<file path="config.mk">
export PLATFORM = sky130hd
export DESIGN_NAME = baud_tick_gen_os_flat
export DESIGN_NICKNAME = d
export VERILOG_FILES = /design/src/rtl/baud_tick_gen_os_if.sv /design/src/rtl/baud_tick_gen_os.sv /design/src/flat_wrapper.sv
export SDC_FILE = /design/constraint.sdc
export NUM_CORES = 1
export LEC_CHECK = 0
export ABC_AREA = 1
export ABC_CLOCK_PERIOD_IN_PS = 2000
export BUFFER_PORTS_ARGS = -buffer_cell sky130_fd_sc_hd__buf_2
export CAP_MARGIN = 25
export CORE_UTILIZATION = 30
export CTS_CLUSTER_SIZE = 14
export DETAILED_ROUTE_END_ITERATION = 10
export PLACE_DENSITY = 0.56
export REMOVE_ABC_BUFFERS = 1
export SKIP_CTS_REPAIR_TIMING = 1
export SLEW_MARGIN = 20
export SYNTH_ARGS = -nofsm -noshare
export SYNTH_HDL_FRONTEND = slang
export SYNTH_SLANG_ARGS = --single-unit
</file>
<file path="constraint.sdc">
create_clock -name clk -period 2 [get_ports clk]
set_input_delay 0.1 -clock clk [delete_from_list [all_inputs] [get_ports clk]]
set_output_delay 0.1 -clock clk [all_outputs]
set_load 0.05 [all_outputs]
</file>
<file path="src/rtl/baud_tick_gen_os_if.sv">
// Control and tick bundle for the baud tick generator.
// master drives configuration/strobes, slave (the generator) returns ticks and status.
interface baud_tick_gen_os_if #(
    parameter int unsigned DIV_W  = 16,
    parameter int unsigned FRAC_W = 4
);
    logic              en;
    logic              sync_clr;
    logic              load;
    logic [DIV_W-1:0]  div_int;
    logic [FRAC_W-1:0] div_frac;
    logic              os_tick;
    logic              bit_tick;
    logic              mid_tick;
    logic              cfg_err;

    modport master (
        output en, sync_clr, load, div_int, div_frac,
        input  os_tick, bit_tick, mid_tick, cfg_err
    );

    modport slave (
        input  en, sync_clr, load, div_int, div_frac,
        output os_tick, bit_tick, mid_tick, cfg_err
    );
endinterface

</file>
<file path="src/rtl/baud_tick_gen_os.sv">
// Baud tick generator: oversample, bit and mid-bit ticks from a runtime divisor.
// Optional fractional divisor enabled by defining BAUD_FRAC_EN.
module baud_tick_gen_os #(
    parameter int unsigned DIV_W   = 16,
    parameter int unsigned OSR     = 16,
    parameter int unsigned DEF_DIV = 27,
    parameter int unsigned FRAC_W  = 4
) (
    input logic              clk,
    input logic              rst_n,
    baud_tick_gen_os_if.slave bus
);

    localparam int unsigned OsW = $clog2(OSR);
    localparam logic [OsW-1:0] OsLast = OsW'(OSR - 1);
    localparam logic [OsW-1:0] OsMid  = OsW'(OSR / 2);

    logic [DIV_W-1:0] cnt_q, cnt_d;
    logic [OsW-1:0]   os_cnt_q, os_cnt_d;
    logic [DIV_W-1:0] div_q, div_d;
    logic [DIV_W-1:0] pend_div_q, pend_div_d;
    logic             pend_q, pend_d;
    logic             os_tick_q, os_tick_d;
    logic             bit_tick_q, bit_tick_d;
    logic             mid_tick_q, mid_tick_d;
    logic             cfg_err_q, cfg_err_d;

    logic period_long;
    logic wrap;
    logic apply;
    logic load_ok;

    assign load_ok = bus.load && (bus.div_int != '0);
    // A long (fractional-carry) period ends one count later.
    assign wrap    = bus.en && !bus.sync_clr &&
                     (period_long ? (cnt_q == div_q) : (cnt_q == div_q - 1'b1));
    assign apply   = pend_q && (wrap || !bus.en || bus.sync_clr);

    always_comb begin
        cnt_d      = cnt_q;
        os_cnt_d   = os_cnt_q;
        os_tick_d  = 1'b0;
        bit_tick_d = 1'b0;
        mid_tick_d = 1'b0;
        div_d      = div_q;
        pend_d     = pend_q;
        pend_div_d = pend_div_q;
        cfg_err_d  = cfg_err_q;

        if (bus.sync_clr) begin
            cnt_d    = '0;
            os_cnt_d = '0;
        end else if (bus.en) begin
            if (wrap) begin
                cnt_d      = '0;
                os_tick_d  = 1'b1;
                os_cnt_d   = (os_cnt_q == OsLast) ? '0 : os_cnt_q + 1'b1;
                bit_tick_d = (os_cnt_q == OsLast);
                mid_tick_d = (os_cnt_d == OsMid);
            end else begin
                cnt_d = cnt_q + 1'b1;
            end
        end

        if (apply) begin
            div_d  = pend_div_q;
            pend_d = 1'b0;
        end

        // A load on the apply edge becomes the new pending value.
        if (bus.load) begin
            if (load_ok) begin
                pend_d     = 1'b1;
                pend_div_d = bus.div_int;
                cfg_err_d  = 1'b0;
            end else begin
                cfg_err_d = 1'b1;
            end
        end
    end

    always_ff @(posedge clk or negedge rst_n) begin
        if (!rst_n) begin
            cnt_q      <= '0;
            os_cnt_q   <= '0;
            div_q      <= DIV_W'(DEF_DIV);
            pend_div_q <= '0;
            pend_q     <= 1'b0;
            os_tick_q  <= 1'b0;
            bit_tick_q <= 1'b0;
            mid_tick_q <= 1'b0;
            cfg_err_q  <= 1'b0;
        end else begin
            cnt_q      <= cnt_d;
            os_cnt_q   <= os_cnt_d;
            div_q      <= div_d;
            pend_div_q <= pend_div_d;
            pend_q     <= pend_d;
            os_tick_q  <= os_tick_d;
            bit_tick_q <= bit_tick_d;
            mid_tick_q <= mid_tick_d;
            cfg_err_q  <= cfg_err_d;
        end
    end

`ifdef BAUD_FRAC_EN
    logic [FRAC_W-1:0] frac_q, frac_d;
    logic [FRAC_W-1:0] pend_frac_q, pend_frac_d;
    logic [FRAC_W-1:0] acc_q, acc_d;
    logic              long_q, long_d;

    assign period_long = long_q;

    always_comb begin
        frac_d      = frac_q;
        pend_frac_d = pend_frac_q;
        acc_d       = acc_q;
        long_d      = long_q;

        if (bus.sync_clr) begin
            acc_d  = '0;
            long_d = 1'b0;
        end else if (wrap) begin
            // Carry out of the accumulator stretches the next period by one cycle.
            {long_d, acc_d} = {1'b0, acc_q} + {1'b0, frac_q};
        end

        if (apply) begin
            frac_d = pend_frac_q;
        end
        if (load_ok) begin
            pend_frac_d = bus.div_frac;
        end
    end

    always_ff @(posedge clk or negedge rst_n) begin
        if (!rst_n) begin
            frac_q      <= '0;
            pend_frac_q <= '0;
            acc_q       <= '0;
            long_q      <= 1'b0;
        end else begin
            frac_q      <= frac_d;
            pend_frac_q <= pend_frac_d;
            acc_q       <= acc_d;
            long_q      <= long_d;
        end
    end
`else
    logic unused_div_frac;

    assign period_long     = 1'b0;
    assign unused_div_frac = ^bus.div_frac;
`endif

    assign bus.os_tick  = os_tick_q;
    assign bus.bit_tick = bit_tick_q;
    assign bus.mid_tick = mid_tick_q;
    assign bus.cfg_err  = cfg_err_q;

endmodule
</file>
<file path="src/flat_wrapper.sv">
// flat-port wrapper written by rule: the top's interface ports become plain ports
module baud_tick_gen_os_flat 
#(
    parameter int unsigned DIV_W   = 16,
    parameter int unsigned OSR     = 16,
    parameter int unsigned DEF_DIV = 27,
    parameter int unsigned FRAC_W  = 4
)
  (clk, rst_n, bus_en, bus_sync_clr, bus_load, bus_div_int, bus_div_frac, bus_os_tick, bus_bit_tick, bus_mid_tick, bus_cfg_err);
  baud_tick_gen_os_if #(.DIV_W(DIV_W), .FRAC_W(FRAC_W)) bus_i ();
  input logic clk;
  input logic rst_n;
  input wire logic [$bits(bus_i.en)-1:0] bus_en;
  input wire logic [$bits(bus_i.sync_clr)-1:0] bus_sync_clr;
  input wire logic [$bits(bus_i.load)-1:0] bus_load;
  input wire logic [$bits(bus_i.div_int)-1:0] bus_div_int;
  input wire logic [$bits(bus_i.div_frac)-1:0] bus_div_frac;
  output wire logic [$bits(bus_i.os_tick)-1:0] bus_os_tick;
  output wire logic [$bits(bus_i.bit_tick)-1:0] bus_bit_tick;
  output wire logic [$bits(bus_i.mid_tick)-1:0] bus_mid_tick;
  output wire logic [$bits(bus_i.cfg_err)-1:0] bus_cfg_err;
  assign bus_i.en = bus_en;
  assign bus_i.sync_clr = bus_sync_clr;
  assign bus_i.load = bus_load;
  assign bus_i.div_int = bus_div_int;
  assign bus_i.div_frac = bus_div_frac;
  assign bus_os_tick = bus_i.os_tick;
  assign bus_bit_tick = bus_i.bit_tick;
  assign bus_mid_tick = bus_i.mid_tick;
  assign bus_cfg_err = bus_i.cfg_err;
  baud_tick_gen_os #(.DIV_W(DIV_W), .OSR(OSR), .DEF_DIV(DEF_DIV), .FRAC_W(FRAC_W)) u_core (.clk(clk), .rst_n(rst_n), .bus(bus_i));
endmodule
</file>
After elaboration in Yosys (flattened, before gate mapping) --
Cells that the tools add are included.
Word-level totals: bits in registers 57, bits of input ports 25, output and inout bits 4
Cells by class: add/sub/neg operators 3, equality and inequality tests 3, muxes and demuxes 20, reductions and logical operators 13
Operators with widths (count):
- 16-bit 2-to-1 mux | 3
- 16-bit by 1-bit adder with 16-bit output (second input constant) | 1
- 16-bit equality test | 1
- 4-bit 2-to-1 mux | 4
- 16-bit nonzero test | 1
- 16-bit by 1-bit subtractor with 16-bit output (second input constant) | 1
- 1-bit 2-to-1 mux | 13
- 4-bit equality test (second input constant) | 2
- 4-bit by 1-bit adder with 4-bit output (second input constant) | 1
- 1-bit logical AND | 4
- 2-bit AND reduction | 2
- 2-bit nonzero test | 2
- 1-bit logical NOT | 2
- 1-bit logical OR | 2

Logic depth before layout (Yosys ltp) --
word-level depth 9, gate-level depth with buffers 16, depth with buffers taken out 16

Least setup slack after synthesis --
OpenSTA, ideal clock, no wires.
kind flip-flop to flip-flop, start register u_core.div_q[0], end register u_core.div_q[7], data arrival time 1965 ps, required time 1883 ps, slack -82 ps, stages on the path, launching flop included 16, path buffers 1, clock period less this slack 2082 ps, cell sequence dfstp_2 > inv_2 > ha_1 > nand2_1 > nor2_2 > nand2_1 > nand2_1 > nand3_1 > nand2_1 > nor2_1 > nand3_1 > o21bai_4 > nand2_4 > buf_6 > nand2_1 > nand2_1
On the way: cells in the longest elaborated chain, start to end 6
Ends and longest elaborated chain:
- from (decl) | line baud_tick_gen_os.sv:20 | logic [DIV_W-1:0] div_q, div_d;
- from (signal assigned) | line baud_tick_gen_os.sv:86 | div_q <= DIV_W'(DEF_DIV);
- from (signal assigned) | line baud_tick_gen_os.sv:96 | div_q <= div_d;
- 16-bit by 1-bit subtractor with 16-bit output | line baud_tick_gen_os.sv:36 | (period_long ? (cnt_q == div_q) : (cnt_q == div_q - 1'b1));
- 16-bit equality test | line baud_tick_gen_os.sv:36
- 1-bit logical AND | line baud_tick_gen_os.sv:35 | assign wrap = bus.en && !bus.sync_clr &&
- 1-bit logical OR (2 in series) | line baud_tick_gen_os.sv:37 | assign apply = pend_q && (wrap || !bus.en || bus.sync_clr);
- 1-bit logical AND | line baud_tick_gen_os.sv:37
Every way passes these cells. A chain may end at the register's enable or synchronous reset.

Worst setup path after layout --
start register u_core.div_q[0], end register u_core.div_q[9]
Same word-level chain as after synthesis.

==> run summary <==
status: finished, violations left
violated checks: negative setup slack
GP Congestion: 0.791
drt drc: 0
H-tree levels: 3
CP top delay family: simple AND/OR/NAND/NOR gates
diode count: 0
setup TNS: -8.43 ns
Nets: 533
Seq cells post-synth: 57
Fill cells: 1070
Cell variety after synth: 29
Synth Cell Area: 3180 um^2
asr flop ratio synth: 100%
Non-Filler Instances: 645
hpwl dp: 5320 um
VDD IR max: 0.382 mV
actual slew at the worst max-slew pin: 0.581 ns
Layout area overhead: 32.8%
Overflow after GRT: 0
CP Max Fanout: 7
routed wire length: 7600 um
crit path capture type: flop
Post-Place Cells: 606
CP Class: reg -> reg
largest net degree at the start of global routing: 39
Final Max Slew Viols: 0
core area: 10300 um^2
num rows: 37
Ports: 29
worst stage delay on the critical path: 0.54 ns
total die area: 11000 um^2
critical path, cell by cell: inv_2 > ha_4 > inv_2 > nand2_1 > nand2_1 > nor2_2 > nand2_1 > nor2_2 > nand3_1 > nor2_1 > nand3_2 > o21bai_4 > buf_12 > clkbuf_16 > nand3_1 > nand2_1
Vias/cell: 4.53
Synth top cells by count: nand2_1, dfrtp_1, nand3_1, inv_1, nor2_1
max cap viols: 0
Tcrit/Tclk final: 113%
RSZ-0062 raised after global routing: yes
cell repeated most along the worst path: nand2_1
dominant cells by area after synthesis: dfrtp_1, nand2_1, nand3_1, inv_1, xor2_1
Seq/Total Area, Yosys: 45.0%
vias in the first global route: 2759
largest area contributor in the netlist: dfrtp_1
Crit path depth: 16
share of cells above drive strength 1: 23.8%
Synth warnings: 0
CP arrival: 2.55 ns
Leak Pwr: 2.11 nW
later-pin clock latency in the skew report: 0.34 ns
first-pass GRT wire length: 12600 um
Die Y: 105 um
CTS tree: done
# clock sinks: 57
Critical Path Start Type: flop
most common cell in the netlist: nand2_1
prevailing post-synth register cell: dfrtp_1
post-synth top area share: 41.7%
Slowest cell on crit path: dfstp_2
Port Buffers: 24
Total Routing Usage GR: 14.3%
setup slack at placement: -0.334 ns
worst-case clock buffer depth: 2
WHS Path Cells: 3
cell count after synthesis: 427
min cycle time layout: 2.27 ns
root buf cell: clkbuf_8
Min-Delay Path Class: in -> reg
Required @ worst endpoint: 2.29 ns
Overall Power: 0.00305 W
DRT iter0 DRCs: 143
Final WS setup: -0.268 ns
final hold vios: 0
WP buf/inv: 4
max_slew headroom: 61.3%
syn avg cell area: 7.44 um^2
clock slew at reported path FFs: 0.07 ns
vias: 2925
drt first pass iters: 4
Clock Skews: 0.00966 ns
drt wl/cell: 11.8 um
Antenna Nets Post-Route: 0
Num CTS Buffers: 9
Die X: 105 um
Power Dens Cells: 724 nW/um^2
initial antenna violation count: 0
fmax: 441 MHz
Initial Util: 30.9%
Setup violations, final: 39
r2r worst-path depth: 16
Post-synth EDFFs: 0
[metrics by stage]
stage          utilization (%)  cell area [um^2]  hold slack (ns)
6_report                  41.1              4220           0.0101
2_1_floorplan                -              3120           -0.196
3_3_place_gp              35.5              3650           0.0994
3_5_place_dp              35.5              3650            0.101
4_1_cts                   37.2              3820           -0.271
5_1_grt                   41.1              4220           0.0139
[worst register-to-register path: stages, from the launching register on]
cell and delay [ns]:
dfstp_2 0.54, inv_2 0.05, ha_4 0.26, inv_2 0.03, nand2_1 0.04, nand2_1 0.06, nor2_2 0.09, nand2_1 0.07
nor2_2 0.10, nand3_1 0.07, nor2_1 0.13, nand3_2 0.13, o21bai_4 0.18, buf_12 0.17, clkbuf_16 0.16, nand3_1 0.06
nand2_1 0.09
[placed cells by master, fill, tap and decap left out, types with 4 or more instances in the layout]
cell           instances
nand3_2               12
dfstp_2                4
o22ai_1               12
nand2_2               13
xnor2_1                5
buf_4                 27
nand3_1               35
buf_12                 4
nand4_1                6
buf_2                 24
nor4_1                 5
clkbuf_8               9
inv_2                  5
xor2_1                14
nor2_1                29
nand2_1              151
dlygate4sd3_1         17
nor2_2                 7
inv_1                 38
dfrtp_1               53
o21ai_0               10
[kinds of logic after synthesis]
family                   after synthesis  share of synthesized area (%)
buffers and inverters                 53                           6.93
AND/OR/NAND/NOR                      267                           35.9
flip-flops                            57                           45.0
adder cells (fa/ha/maj)                4                           1.57
XOR/XNOR                              19                           5.24
AO/OA/AOI/OAI                         27                           5.35
[sequential cells by signal, indices dropped and copies added (netlist names)]
name / cells
u_core.bus.bit_tick: 1
u_core.bus.cfg_err: 1
u_core.bus.mid_tick: 1
u_core.bus.os_tick: 1
u_core.cnt_q: 16
u_core.div_q: 16
u_core.os_cnt_q: 4
u_core.pend_div_q: 16
u_core.pend_q: 1
[per-layer routing]
| metal | GRT usage (%) | share of wire [%] | up-vias |
|---|---|---|---|
| li1 | - | - | 1516 |
| met1 | 19.6 | 49 | 1343 |
| met2 | 21.9 | 46 | 54 |
| met3 | 3.81 | 3.1 | 12 |
| met4 | 5.13 | 1.7 | 0 |
| met5 | 0 | 0 | - |
[cell type report]
| cell class | count | area [um^2] | area share [%] |
|---|---|---|---|
| tap | 136 | 170 | 4.03 |
| clock buffer | 10 | 128 | 3.02 |
| clock inverter | 6 | 45.0 | 1.07 |
| timing repair buffer | 74 | 623 | 14.8 |
| inverter | 44 | 165 | 3.91 |
| sequential | 57 | 1430 | 33.9 |
| multi-input combinational | 318 | 1660 | 39.3 |
[path summary, 6_finish.rpt]
kind,endpoint,slack [ns],from
worst min-delay path,u_core.bus.cfg_err,0.01,bus_load
worst min register to register,u_core.pend_div_q[8],0.48,u_core.pend_div_q[8]
max in group asynchronous,u_core.div_q[1],1.10,rst_n
min in group asynchronous,u_core.cnt_q[4],0.26,rst_n
worst max-delay path,u_core.div_q[9],-0.27,u_core.div_q[0]
worst max register to register,u_core.div_q[9],-0.27,u_core.div_q[0]
[power by group]
group / total [W] / switching (W) / internal (W) / leakage, nW
clock: 0.000944 / 0.000494 / 0.000450 / 0.0785
combinational: 0.000744 / 0.000409 / 0.000335 / 1.30
sequential: 0.00137 / 0.000109 / 0.00126 / 0.730
(Power assumes the default switching activity.)
